--- src/rtl/decode_stage.sv ---
// ============================================================================
// Module   : decode_stage
// Brief    : RV32I decode stage. It has a 32x32 register file, a load-use
//            stall and a valid/ready bundle register. The optional macro
//            DECODE_WB_BYPASS_EN forwards same-edge write-back data to reads.
// Revision : 1.0 - initial release
// ============================================================================
`default_nettype none

module decode_stage #(
    parameter logic [31:0] NOP_INSTR = 32'h00000013
) (
    input  logic        clk,
    input  logic        rst_n,
    input  logic [31:0] PC_in,
    input  logic [31:0] IR_in,
    input  logic        v_in,
    input  logic        flush,
    input  logic        r_in,
    input  logic        ex_load,
    input  logic [4:0]  ex_rd,
    input  logic        wb_en,
    input  logic [4:0]  wb_rd,
    input  logic [31:0] wb_data,
    output logic        r_out,
    output logic        stall,
    output logic        v_out,
    output logic [31:0] PC_out,
    output logic [31:0] rs1_val,
    output logic [31:0] rs2_val,
    output logic [31:0] imm,
    output logic [4:0]  rd,
    output logic [6:0]  opcode,
    output logic [2:0]  funct3,
    output logic        funct7b5,
    output logic        illegal
);

    localparam logic [6:0] OP_R      = 7'b0110011;
    localparam logic [6:0] OP_I      = 7'b0010011;
    localparam logic [6:0] OP_LOAD   = 7'b0000011;
    localparam logic [6:0] OP_STORE  = 7'b0100011;
    localparam logic [6:0] OP_BRANCH = 7'b1100011;
    localparam logic [6:0] OP_JAL    = 7'b1101111;
    localparam logic [6:0] OP_JALR   = 7'b1100111;
    localparam logic [6:0] OP_LUI    = 7'b0110111;
    localparam logic [6:0] OP_AUIPC  = 7'b0010111;
    localparam logic [6:0] OP_SYSTEM = 7'b1110011;

    localparam logic [31:0] RESET_PC = 32'hFFFFFFFC;

    function automatic logic [31:0] gen_imm(input logic [31:0] ins);
        logic [31:0] val;
        val = 32'h0;
        case (ins[6:0])
            OP_I, OP_LOAD, OP_JALR: val = {{20{ins[31]}}, ins[31:20]};
            OP_STORE:               val = {{20{ins[31]}}, ins[31:25], ins[11:7]};
            OP_BRANCH:              val = {{19{ins[31]}}, ins[31], ins[7], ins[30:25], ins[11:8], 1'b0};
            OP_LUI, OP_AUIPC:       val = {ins[31:12], 12'b0};
            OP_JAL:                 val = {{11{ins[31]}}, ins[31], ins[19:12], ins[20], ins[30:21], 1'b0};
            default:                val = 32'h0;
        endcase
        return val;
    endfunction

    function automatic logic is_illegal(input logic [31:0] ins);
        logic known;
        case (ins[6:0])
            OP_R, OP_I, OP_LOAD, OP_STORE, OP_BRANCH,
            OP_JAL, OP_JALR, OP_LUI, OP_AUIPC, OP_SYSTEM: known = 1'b1;
            default:                                      known = 1'b0;
        endcase
        return !known || (ins[1:0] != 2'b11);
    endfunction

    logic [31:0] regs [32];

    logic        v_q;
    logic [31:0] pc_q;
    logic [31:0] rs1_q;
    logic [31:0] rs2_q;
    logic [31:0] imm_q;
    logic [4:0]  rd_q;
    logic [6:0]  opcode_q;
    logic [2:0]  funct3_q;
    logic        funct7b5_q;
    logic        illegal_q;

    logic [6:0]  in_opcode;
    logic [4:0]  rs1_idx;
    logic [4:0]  rs2_idx;
    logic        rs1_used;
    logic        rs2_used;
    logic        hazard;
    logic        accept;
    logic [31:0] rs1_rd;
    logic [31:0] rs2_rd;

    assign in_opcode = IR_in[6:0];
    assign rs1_idx   = IR_in[19:15];
    assign rs2_idx   = IR_in[24:20];
    assign rs1_used  = !((in_opcode == OP_LUI) || (in_opcode == OP_AUIPC) || (in_opcode == OP_JAL));
    assign rs2_used  = (in_opcode == OP_R) || (in_opcode == OP_STORE) || (in_opcode == OP_BRANCH);

    // Flush wins over the hazard so a squashed load-use pair never freezes fetch.
    assign hazard = v_in && ex_load && (ex_rd != 5'd0) &&
                    ((rs1_used && (ex_rd == rs1_idx)) || (rs2_used && (ex_rd == rs2_idx)));
    assign stall  = hazard && !flush;
    assign r_out  = (r_in || !v_q) && !stall;
    assign accept = v_in && r_out && !flush;

    always_comb begin
        rs1_rd = (rs1_idx == 5'd0) ? 32'h0 : regs[rs1_idx];
        rs2_rd = (rs2_idx == 5'd0) ? 32'h0 : regs[rs2_idx];
`ifdef DECODE_WB_BYPASS_EN
        if (wb_en && (wb_rd != 5'd0) && (wb_rd == rs1_idx)) rs1_rd = wb_data;
        if (wb_en && (wb_rd != 5'd0) && (wb_rd == rs2_idx)) rs2_rd = wb_data;
`endif
    end

    always_ff @(posedge clk or negedge rst_n) begin
        if (!rst_n) begin
            for (int i = 0; i < 32; i++) begin
                regs[i] <= 32'h0;
            end
        end else if (wb_en && (wb_rd != 5'd0)) begin
            regs[wb_rd] <= wb_data;
        end
    end

    always_ff @(posedge clk or negedge rst_n) begin
        if (!rst_n) begin
            v_q        <= 1'b0;
            pc_q       <= RESET_PC;
            rs1_q      <= 32'h0;
            rs2_q      <= 32'h0;
            imm_q      <= 32'h0;
            rd_q       <= NOP_INSTR[11:7];
            opcode_q   <= NOP_INSTR[6:0];
            funct3_q   <= NOP_INSTR[14:12];
            funct7b5_q <= NOP_INSTR[30];
            illegal_q  <= is_illegal(NOP_INSTR);
        end else if (flush) begin
            v_q        <= 1'b0;
            rs1_q      <= 32'h0;
            rs2_q      <= 32'h0;
            imm_q      <= gen_imm(NOP_INSTR);
            rd_q       <= NOP_INSTR[11:7];
            opcode_q   <= NOP_INSTR[6:0];
            funct3_q   <= NOP_INSTR[14:12];
            funct7b5_q <= NOP_INSTR[30];
            illegal_q  <= is_illegal(NOP_INSTR);
        end else if (accept) begin
            v_q        <= 1'b1;
            pc_q       <= PC_in;
            rs1_q      <= rs1_rd;
            rs2_q      <= rs2_rd;
            imm_q      <= gen_imm(IR_in);
            rd_q       <= IR_in[11:7];
            opcode_q   <= in_opcode;
            funct3_q   <= IR_in[14:12];
            funct7b5_q <= IR_in[30];
            illegal_q  <= is_illegal(IR_in);
        end else if (r_in) begin
            v_q <= 1'b0;
        end
    end

    assign v_out    = v_q;
    assign PC_out   = pc_q;
    assign rs1_val  = rs1_q;
    assign rs2_val  = rs2_q;
    assign imm      = imm_q;
    assign rd       = rd_q;
    assign opcode   = opcode_q;
    assign funct3   = funct3_q;
    assign funct7b5 = funct7b5_q;
    assign illegal  = illegal_q;

endmodule

`default_nettype wire

--- config.mk ---
export PLATFORM = sky130hd
export DESIGN_NAME = decode_stage
export DESIGN_NICKNAME = d
export VERILOG_FILES = /design/src/rtl/decode_stage.sv
export SDC_FILE = /design/constraint.sdc
export NUM_CORES = 2
export LEC_CHECK = 0
export BUFFER_PORTS_ARGS = -buffer_cell sky130_fd_sc_hd__buf_4
export CAP_MARGIN = 0
export CORE_UTILIZATION = 55
export DETAILED_ROUTE_END_ITERATION = 12
export PLACE_DENSITY_LB_ADDON = 0.3
export RECOVER_POWER = 25
export SYNTH_ARGS = -nofsm -noshare
export SYNTH_HDL_FRONTEND = slang
export SYNTH_SLANG_ARGS = --single-unit
--- constraint.sdc ---
create_clock -name clk -period 3.9 [get_ports clk]
set_input_delay 0.585 -clock clk [delete_from_list [all_inputs] [get_ports clk]]
set_output_delay 0.585 -clock clk [all_outputs]
set_load 0.05 [all_outputs]
### Word level (Yosys, flattened, before mapping)

Index checks and enable logic that the tools add are counted.
W data, S select, Z words.

| operators by class | value |
|---|---|
| bitwise gates (word level) | 4 |
| eq/ne operators | 13 |
| multiply operators | 0 |
| reductions and logical operators | 33 |
| $add $sub $neg | 0 |
| multiplexer cells | 34 |
| divide/modulo/power cells | 0 |
| $lt $le $gt $ge | 4 |
| shift operators | 0 |

Operators with widths:

| operator | number |
|---|---|
| $bwmux W1024 | 1 |
| $mux W32 | 13 |
| $bmux W32 S5 | 2 |
| $demux W32 S5 | 1 |
| $pmux W32 S5 | 1 |
| $eq A7 B7 Y1 const B | 4 |
| $eq A7 B6 Y1 const B | 3 |
| $ge A6 B6 Y1 const B | 3 |
| $not A5 Y6 | 3 |
| $eq A7 B5 Y1 const B | 2 |
| $mux W7 | 2 |
| $logic_and A1 B1 Y1 | 11 |
| $eq A5 B5 Y1 | 2 |
| $logic_not A5 Y1 | 2 |
| $mux W1 | 10 |
| $mux W5 | 2 |
| $reduce_bool A5 Y1 | 2 |
| $reduce_or A10 Y1 | 1 |
| $eq A7 B2 Y1 const B | 1 |
| $logic_or A1 B1 Y1 | 7 |
| $lt A6 B1 Y1 const B | 1 |
| $mux W3 | 2 |
| $logic_not A1 Y1 | 5 |
| $reduce_bool A3 Y1 | 1 |
| other kinds (6) | 6 |

| storage, ports and cells | value |
|---|---|
| flip-flop bits (word level) | 1170 |
| memories | 0 |
| latch bits | 0 |
| output and inout port bits | 148 |
| logic and storage cells | 130 |
| RAM bits | 0 |
| memory bits (read-only) | 0 |

### Logic depth before layout (Yosys ltp)

| depth | value |
|---|---|
| word-level depth | 18 |
| mapped depth | 10 |

### Worst setup path before layout

No wires, ideal clock.

| path | value |
|---|---|
| kind | input -> output |
| start point | input IR_in[6] |
| end point | output r_out |
| path buffers | 2 |
| path slack | 0.957 ns |
| arrival | 2.358 ns |
| cell stages on the path | 7 |
| cell sequence | buf_6 or3b_4 a21oi_4 nor3_2 o21bai_4 clkbuf_1 and2_1 |

| on the way | value |
|---|---|
| cells in the longest elaborated chain, start to end | 10 |

Ends and longest elaborated chain:

| item | RTL line | text |
|---|---|---|
| start: declaration | 16 | `input logic [31:0] IR_in,` |
| $eq A7 B6 Y1 or $eq A7 B5 Y1 (tied branches) | 102 | `assign rs1_used = !((in_opcode == OP_LUI) \|\| (in_opcode == OP_AUIPC) \|\| (in_opcode == OP_JAL));` |
| $logic_or A1 B1 Y1 (2 in series) | 102 |  |
| $logic_not A1 Y1 | 102 |  |
| $logic_and A1 B1 Y1 | 107 | `((rs1_used && (ex_rd == rs1_idx)) \|\| (rs2_used && (ex_rd == rs2_idx)));` |
| $logic_or A1 B1 Y1 (*) | 107 |  |
| $logic_and A1 B1 Y1 (*) | 106 | `assign hazard = v_in && ex_load && (ex_rd != 5'd0) &&` |
| $logic_and A1 B1 Y1 (*) | 108 | `assign stall = hazard && !flush;` |
| $logic_not A1 Y1 (*) | 109 | `assign r_out = (r_in \|\| !v_q) && !stall;` |
| $logic_and A1 B1 Y1 (*) | 109 |  |
| end: declaration | 25 | `output logic r_out,` |

Every way passes the cells marked *; elsewhere a longest branch is shown, timed or not.

### Worst setup path in the final report

| path | value |
|---|---|
| start point | input wb_en |
| end point | register regs[559] (netlist bit) |

| on the way | value |
|---|---|
| cells in the longest elaborated chain, start to end | 1 |

Ends and longest elaborated chain:

| item | RTL line | text |
|---|---|---|
| start: declaration | 22 | `input logic wb_en,` |
| $logic_and A1 B1 Y1 | 126 | `end else if (wb_en && (wb_rd != 5'd0)) begin` |
| end signal: indexed assignment | 127 | `regs[wb_rd] <= wb_data;` |
| end: declaration | 76 | `logic [31:0] regs [32];` |

No other way between the ends.
A chain may end at the register's enable or synchronous reset.

==> results.toml <==
[worst_setup_path]
cp-end-kind = "flop"
startpoint_type = "input port"
crit_type = "in -> reg"
critPathMaxFanout = 32
cp.arrival_ns = 3.60
cp_data_required_time_ns = 4.48

[clock_tree]
cts.path.max_buffers = 3
clkTransAtPathRegs_ns = 0.06
cts_max_level = 3
cts_buffers = 121
clk_latency_ns = 0.73
cts_sinks = 1170
clockRootBuffer = "clkbuf_16"
cts.repair.resized = 0
cts_tree = "yes"

[timing]
tightestPinTransition_ns = 2.43
slew_viol_final = 269
setup_tns_ns = 0
min_period_over_period = 0.775
maxSlewHeadroom = -0.618
hold_viol = 0
fin_crit_ns = 3.02
fin_hold_ws_ns = 0.0938
rsz0062_at_grt = "false"
fmax_mhz = 331
skew_ns = 0.0347
final-setup-viol-count = 0

[route]
first_iter_violations = 4560
drc_errors = 0
antenna_left = 0
vias_per_cell = 6.93
detail_route.wl_per_cell_um = 32.0
drtPass1Iterations = 5
route.vias.total = 43200
finalWirelength_mm = 199

[finish]
stdcell_area_sq_um = 68900
finish.utilization = 0.631
nets = 4768
area_growth_syn_to_layout_pct = 13.5
drive_gt1_frac = 0.409
fin_cells = 6232

[logic_synthesis]
synth_xor_xnor_area_share = 0.00144
ys_seq_area_frac = 0.483
yosysTopAreaCell = "dfrtp_1"
postSynthAreaPerCell_sq_um = 13.2
synthAdderAreaFrac = 0
async_flop_share = 1.00
yosysMostFrequentCell = "dfrtp_1"
yosysUniqueCellTypes = 55
syn_area_sq_um = 60700
synth_edf_count = 0
synth_mux_area_frac = 0.374
ys_top_cells_by_count = "dfrtp_1, mux2_2, mux2i_1, clkbuf_1, a22oi_1"
yosys-top-cells-area = "dfrtp_1, mux2_2, mux2i_1"
synth_cells = 4583
synth_top_family_by_area = "multiplexers"
syn_nets = 4696
synth_flop_cell = "dfrtp_1"
ys_ff_latch = 1170
synth-simple-area-share = 0.0285
yosysWarnings = 0
synth.top_cell.area_share = 0.469
synth-compound-area-share = 0.0803

[die]
initial_core_util = 0.556
rows = 121
die_area_sq_um = 112000
dieWidth_um = 334
die_h_um = 334
num_io_pins = 261
coreArea_sq_um = 109000

[global_routing]
grt_max_degree = 114
grt-ovfl-total = 0
grt_pass1_vias = 43100
grt_pass1_wl_mm = 293
globalRouteTotalUtil = 0.356
antenna_found_initial = 18

[placed_design]
port_buffers = 260
dp_cells = 6007
placed_cell_area_sq_um = 64800
dp_hpwl_mm = 116
gp_congestion = 0.917

[hold_path]
hold_path_class = "in -> reg"

[pwr]
p_per_area_nw_per_um2 = 512
power.leakage_nw = 31.3
peakVddDrop_mv = 0.447

[run_status]
outcome = "finished with violations"
failed_checks = "capacitance limit, slew limit"

[run]
cap_violations = 9
[per-layer routing]
layer | vias to the layer above | global-route usage | wire [um] | part of all wire
li1 | 17400 | - | - | -
met4 | 10 | 0.170 | 10200 | 0.051
met5 | - | 0 | 69 | 0.00035
met3 | 606 | 0.0876 | 21000 | 0.11
met2 | 2570 | 0.531 | 88900 | 0.45
met1 | 22600 | 0.489 | 79200 | 0.40
[cells in the final DEF (no fill, tap or decap), types with 18 or more instances in the layout]
| cell | instances |
|---|---|
| a22oi_1 | 232 |
| mux4_2 | 172 |
| dfrtp_1 | 1137 |
| mux2_2 | 1033 |
| o2bb2ai_1 | 37 |
| clkbuf_1 | 39 |
| o2bb2ai_2 | 40 |
| dfstp_2 | 33 |
| nand2_1 | 75 |
| nand3_1 | 82 |
| nor2_4 | 21 |
| a21oi_1 | 52 |
| a221oi_1 | 75 |
| buf_12 | 56 |
| mux2i_1 | 718 |
| clkbuf_16 | 124 |
| buf_4 | 358 |
| and3_1 | 18 |
| o21ai_0 | 97 |
| a22o_1 | 29 |
| nor2_1 | 68 |
| clkbuf_8 | 29 |
| nor3_1 | 23 |
[power by group]
group | internal (mW) | switching, mW | leakage (nW)
registers | 14.3 | 1.66 | 15.0
logic | 3.62 | 3.44 | 14.2
clock network | 7.31 | 4.92 | 2.04
total | 25.3 | 10.0 | 31.3
[path summary, 6_finish.rpt]
path,startpoint,endpoint,slack (ns),cells past startpoint
worst max-delay path,wb_en,regs[559]$_DFFE_PN0P_,0.88,6
worst min-delay path,PC_in[27],PC_out[27]$_DFFE_PN1P_,0.09,2
worst max register to register,v_out$_DFFE_PN0P_,rs1_val[16]$_DFFE_PN0P_,1.74,5
worst min register to register,regs[1019]$_DFFE_PN0P_,regs[1019]$_DFFE_PN0P_,0.40,0
max in group asynchronous,rst_n,regs[413]$_DFFE_PN0P_,0.96,3
min in group asynchronous,rst_n,regs[247]$_DFFE_PN0P_,1.17,2
[state kept, by name (all words and copies together), names as in the netlist]
signal / count
v_out: 1
PC_out: 32
funct7b5: 1
opcode: 7
rs1_val: 32
regs: 1024
rs2_val: 32
rd: 5
funct3: 3
illegal: 1
imm: 32
[final cells by class]
cell class                 count  area, sq um
multi-input combinational   2926        29600
timing repair buffer         433         3920
sequential                  1170        29300
fill                        8189        40200
clock buffer                 182         3610
clock inverter                30          549
inverter                       3         11.3
antenna                       12         30.0
tap                         1476         1850
[stage by stage]
step / power [mW] / setup WS, ns
after floorplan: 20.7 / 0.958
after global placement: 22.8 / 0.829
after detailed placement: 23.1 / 0.782
after CTS: 35.3 / 1.02
after global routing: 36.5 / 0.582
final: 35.3 / 0.878
[critical path: stages]
cell and delay [ns]:
clkbuf_1 0.35, nand2_1 0.13, or2_0 0.43, nor2_4 0.17
clkbuf_2 1.43, mux2_2 0.45
[what timing repair did]
action | in CTS | in global routing
buffers inserted | 0 | 0
endpoints found under the hold margin | 48 | 0
hold buffers | 1 | 0
setup endpoints to repair | 0 | 0
[cell families (layout without fill, tap and decap cells)]
family | Yosys count | count (layout)
flops | 1170 | 1170
buf+inv | 487 | 648
mux | 1924 | 1924
xor+xnor | 10 | 10
other cells | 0 | 12
compound gates | 628 | 628
simple gates | 364 | 364
No activity file was read; power rests on OpenSTA's default activity.
